### config.mk
export PLATFORM = sky130hd
export DESIGN_NAME = uart_rx_deserializer
export DESIGN_NICKNAME = d
export VERILOG_FILES = /design/src/rtl/uart_rx_deserializer.sv
export SDC_FILE = /design/constraint.sdc
export NUM_CORES = 1
export LEC_CHECK = 0
export ABC_AREA = 0
export BUFFER_PORTS_ARGS = -buffer_cell sky130_fd_sc_hd__buf_2
export CAP_MARGIN = 15
export CORE_ASPECT_RATIO = 1.25
export CORE_MARGIN = 2
export CORE_UTILIZATION = 26
export CTS_BUF_LIST = sky130_fd_sc_hd__clkbuf_4 sky130_fd_sc_hd__clkbuf_8
export DETAILED_ROUTE_END_ITERATION = 10
export PLACE_DENSITY = 0.44
export SKIP_LAST_GASP = 1
export SLEW_MARGIN = 20
export SYNTH_ARGS = -nofsm -noshare
export SYNTH_HDL_FRONTEND = slang
export SYNTH_SLANG_ARGS = --single-unit
### constraint.sdc
create_clock -name clock -period 7.1 [get_ports clock]
set_clock_uncertainty 0.05 [all_clocks]
set_input_delay 0.355 -clock clock [delete_from_list [all_inputs] [get_ports clock]]
set_output_delay 0.355 -clock clock [all_outputs]
set_load 0.02 [all_outputs]
### src/rtl/uart_rx_deserializer.sv
// UART receiver: 2-flop synchronizer, mid-bit sampling, LSB-first byte assembly.
// Optional even-parity check before stop bit when UART_RX_PARITY_EN is defined.
module uart_rx_deserializer #(
   parameter int BAUD_DIV  = 868,
   parameter int DATA_BITS = 8
) (
   input  logic                 clock,
   input  logic                 reset_n,
   input  logic                 rx,
   output logic [DATA_BITS-1:0] data,
   output logic                 data_valid,
   output logic                 framing_error,
   output logic                 parity_error,
   output logic                 busy
);
   localparam int CW = $clog2(BAUD_DIV);
   localparam int IW = $clog2(DATA_BITS);
   localparam logic [CW-1:0] HALF_LD  = CW'(BAUD_DIV/2 - 1);
   localparam logic [CW-1:0] FULL_LD  = CW'(BAUD_DIV - 1);
   localparam logic [IW-1:0] LAST_BIT = IW'(DATA_BITS - 1);

   typedef enum logic [2:0] {
      S_IDLE, S_START, S_DATA, S_PARITY, S_STOP, S_BREAK
   } state_t;

   state_t               state, state_n;
   logic                 rx_meta, rs;
   logic [CW-1:0]        cnt, cnt_n;
   logic [IW-1:0]        bit_idx, bit_idx_n;
   logic [DATA_BITS-1:0] shreg, shreg_n, data_n;
   logic                 dv_n, fe_n, tick;
`ifdef UART_RX_PARITY_EN
   logic                 par_bad, par_bad_n, pe_q, pe_n;
`endif

   // Idle-high reset values keep a reset release from looking like a start bit.
   always_ff @(posedge clock or negedge reset_n) begin
      if (!reset_n) begin
         rx_meta <= 1'b1;
         rs      <= 1'b1;
      end else begin
         rx_meta <= rx;
         rs      <= rx_meta;
      end
   end

   always_ff @(posedge clock or negedge reset_n) begin
      if (!reset_n) begin
         state         <= S_IDLE;
         cnt           <= '0;
         bit_idx       <= '0;
         shreg         <= '0;
         data          <= '0;
         data_valid    <= 1'b0;
         framing_error <= 1'b0;
`ifdef UART_RX_PARITY_EN
         par_bad       <= 1'b0;
         pe_q          <= 1'b0;
`endif
      end else begin
         state         <= state_n;
         cnt           <= cnt_n;
         bit_idx       <= bit_idx_n;
         shreg         <= shreg_n;
         data          <= data_n;
         data_valid    <= dv_n;
         framing_error <= fe_n;
`ifdef UART_RX_PARITY_EN
         par_bad       <= par_bad_n;
         pe_q          <= pe_n;
`endif
      end
   end

   assign tick = (cnt == '0);

   always_comb begin
      state_n   = state;
      cnt_n     = tick ? cnt : cnt - CW'(1);
      bit_idx_n = bit_idx;
      shreg_n   = shreg;
      data_n    = data;
      dv_n      = 1'b0;
      fe_n      = 1'b0;
`ifdef UART_RX_PARITY_EN
      par_bad_n = par_bad;
      pe_n      = 1'b0;
`endif
      case (state)
         S_IDLE: begin
            if (!rs) begin
               state_n = S_START;
               cnt_n   = HALF_LD;
            end
         end
         S_START: begin
            // Line back high at mid-start means a glitch, not a frame.
            if (tick) begin
               if (rs) begin
                  state_n = S_IDLE;
               end else begin
                  state_n   = S_DATA;
                  cnt_n     = FULL_LD;
                  bit_idx_n = '0;
               end
            end
         end
         S_DATA: begin
            if (tick) begin
               shreg_n = {rs, shreg[DATA_BITS-1:1]};
               cnt_n   = FULL_LD;
               if (bit_idx == LAST_BIT) begin
`ifdef UART_RX_PARITY_EN
                  state_n = S_PARITY;
`else
                  state_n = S_STOP;
`endif
               end else begin
                  bit_idx_n = bit_idx + IW'(1);
               end
            end
         end
`ifdef UART_RX_PARITY_EN
         S_PARITY: begin
            if (tick) begin
               par_bad_n = rs ^ (^shreg);
               cnt_n     = FULL_LD;
               state_n   = S_STOP;
            end
         end
`endif
         S_STOP: begin
            if (tick) begin
               if (rs) begin
                  state_n = S_IDLE;
`ifdef UART_RX_PARITY_EN
                  if (par_bad) begin
                     pe_n = 1'b1;
                  end else begin
                     data_n = shreg;
                     dv_n   = 1'b1;
                  end
`else
                  data_n = shreg;
                  dv_n   = 1'b1;
`endif
               end else begin
                  fe_n    = 1'b1;
                  state_n = S_BREAK;
               end
            end
         end
         S_BREAK: begin
            if (rs) state_n = S_IDLE;
         end
         default: state_n = S_IDLE;
      endcase
   end

`ifdef UART_RX_PARITY_EN
   assign parity_error = pe_q;
`else
   assign parity_error = 1'b0;
`endif
   assign busy = (state != S_IDLE);

endmodule

==> results by group <==
Logic synthesis
  – Netlist cell types: 48
  – Cells after synthesis: 157
  – Warnings from Yosys: 0
  – Post-synth EDFFs: 0
  – Synthesized cell area: 1800 um2
  – Synth top cells by count: dfrtp_1, mux2_2, nor2_1, o21ai_0, nor3_1
  – Most frequent cell after synthesis: dfrtp_1
  – Post-synth top flop: dfrtp_1
  – Syn Area/Cell: 11.5 um2
  – Share of the synthesized area in the top cell type: 47.3%
  – Synth area leader: dfrtp_1
  – Synthesized flop and latch total: 36
  – Syn_nets: 165
  – Largest cells by area after synthesis: dfrtp_1, mux2_2, ha_1, dfstp_2, o21ai_0
  – Async set or reset register ratio after synthesis: 100%
  – Sequential element share of the synthesized area: 50.2%

Drt
  – Met1 Wirelength: 1.62 mm
  – Met3 routed WL: 109 um
  – Iter 0 DRT Violations: 58
  – Met2 Wirelength: 1.84 mm
  – Vias: 1,260
  – Remaining DRCs: 0
  – Drt wl/cell: 14.1 um
  – DR top layer: met4
  – 1st-pass router iterations: 4
  – Routed Antenna Nets: 0
  – Routed WL: 3.62 mm
  – Vias/cell: 4.90

Global route
  – Number of global-route vias before repair: 1,331
  – Largest net degree at the start of global routing: 37
  – GRT Overall Usage: 10.7%
  – Grt ovf: 0
  – Initial antenna violation count: 0
  – First-pass GRT wire length: 6.49 mm

Critical path
  – Critical path fanouts, max: 9
  – CP max stage delay: 0.56 ns
  – CP Data Arrival Time: 2.64 ns
  – Crit path from: cnt[3]
  – CP Launch Type: flip-flop
  – Worst Setup End Kind: flip-flop
  – CP Class: flip-flop to flip-flop
  – Reg2reg start: cnt[3]
  – Critical path data required time: 7.23 ns
  – CP max stage cell: or3_1
  – Cell Chain, Critical Path: or3_1 > nor3_4 > inv_4 > ha_1 > nor3_1 > a21oi_1 > o221a_1

Clock tree
  – Postcts setup bufs: 0
  – CTS tree: built
  – Cts repair resizes: 0
  – Hold-fix buffers, CTS: 0
  – Root Buffer: clkbuf_8
  – Clock Tree Buf Depth: 2
  – Sink count of the clock tree: 36
  – H-tree levels: 2
  – Clock Latency Late Sink: 0.29 ns
  – Total CTS buffers: 5
  – Worst-path clk slew: 0.08 ns

STA
  – Sum Neg Setup Slack: 0 ns
  – # setup viols final: 0
  – Unrepaired setup endpoints after global routing: no
  – Period utilization: 35.3%
  – Final setup margin: 4.59 ns
  – Headroom to the max-slew limit: 44.6%
  – Pins Over Slew Limit: 0
  – Final hold vios: 0
  – Max Clk Rate: 0.399 GHz
  – Actual slew at the worst max-slew pin: 0.830 ns
  – Minimum clock period: 2.51 ns

Floorplanning
  – Core ar.: 6650 um2
  – Die span in y: 97.0 um
  – Starting density of the core: 27.1%
  – Rows: 33
  – Die X: 78.4 um
  – Die area: 7610 um2
  – Io pins: 15

Pwr
  – Clock power frac: 45.9%
  – Sw Ratio: 21.3%
  – Pwr Density: 194 nW/um2
  – Sequential share of power: 52.3%
  – Sw power: 0.0844 mW
  – Standby leakage power: 0.972 nW
  – VDD IR max: 0.0829 mV
  – Comb power frac: 1.9%
  – Internal Power: 0.311 mW

Hold path
  – HP Class: input pin to async pin

Finish
  – # nets final: 177
  – Share of post-route cells with drive strength above 1: 28.2%
  – Fill cells: 688
  – Fin area: 2040 um2
  – FF+latch area: 903 um2
  – Fin util: 30.8%
  – Area of the multi-input gates: 831 um2
  – Layout area overhead: 13.6%
  – Non-Filler Instances: 257
  – Antenna diode count: 0

Place
  – PortBufs: 13
  – # placed instances: 249
  – Dpl ws: 4.60 ns
  – Placed cell areas: 1930 um2
  – Final Wtd Congestion: 0.762
  – Dpl hpwl: 2.60 mm

Flow run
  – Max-cap violations: 0

Status
  – Status: complete, no violations
[per-stage QoR]
stage	hold WS (ns)	power, mW
final	0.0962	0.396
after global routing	0.0910	0.414
after CTS	0.101	0.403
after detailed placement	0.299	0.219
after global placement	0.299	0.218
after floorplan	0.00941	0.213
[cells by family (layout without fill, tap and decap cells)]
| kind of cell | after synthesis | after routing | synth area share, % |
|---|---|---|---|
| buf+inv | 14 | 27 | 3.68 |
| compound gates | 31 | 31 | 12.0 |
| flops | 36 | 36 | 50.2 |
| simple gates | 49 | 49 | 17.8 |
| mux | 19 | 19 | 11.7 |
| other cells | 1 | 1 | 0.208 |
| xor+xnor | 2 | 2 | 0.973 |
| fa+ha+maj | 5 | 5 | 3.47 |
[power by group through the flow]
stage	sequential [mW]	combinational, mW	clock [mW]
final	0.207	0.00735	0.182
after global placement	0.211	0.00754	0
after global routing	0.207	0.00873	0.198
after detailed placement	0.211	0.00776	0
after CTS	0.207	0.00780	0.188
after floorplan	0.210	0.00337	0
[cells in the final DEF, fill, tap and decap left out, drive strengths merged, types with 2 or more instances in the layout]
master,n
mux2,17
a21oi,6
dfrtp,34
ha,5
nand3,2
a31oi,2
dfstp,2
nor4,5
and3,4
nand2,4
o31ai,3
nor2,8
buf,13
nor3,9
o21ai,8
nand4,2
mux2i,2
o21a,2
xor2,2
nand2b,3
or3,4
a22o,2
clkbuf,5
inv,6
[worst paths after layout]
| kind | to | slack (ns) | cells after the start |
|---|---|---|---|
| worst max-delay path | cnt[0] | 4.59 | 7 |
| worst min-delay path | cnt[4] | 0.1 | 1 |
| worst max register to register | cnt[0] | 4.59 | 7 |
| worst min register to register | rs | 0.31 | 0 |
| max in group asynchronous | shreg[4] | 6.36 | 1 |
| min in group clock | rx_meta | 0.11 | 1 |
[flip-flops by register name (all words and copies together) (netlist names)]
| signal | cells |
|---|---|
| shreg | 8 |
| rx_meta | 1 |
| rs | 1 |
| state | 3 |
| bit_idx | 3 |
| data | 8 |
| cnt | 10 |
| framing_error | 1 |
| data_valid | 1 |
[worst max-delay path, delay by kind of cell (launching register included)]
kind	cells	cell delay [ns]
adder cells (fa/ha/maj)	1	0.30
AND/OR/NAND/NOR	3	1.19
AO/OA/AOI/OAI	2	0.33
buffers and inverters	1	0.11
flip-flops	1	0.42
[layout make-up]
class                      count  area share (%)
clock buffer                   5            3.37
clock inverter                 3            2.08
inverter                       6            1.22
multi-input combinational    107            40.6
sequential                    36            44.2
tap                           87            5.32
timing repair buffer          13            3.18
[metal layers]
metal	GRT usage (%)	vias up
li1	-	597
met1	13.3	642
met4	3.91	0
met2	17.9	16
met5	0	-
met3	2.71	5
Power figures use the tool's default switching activity.
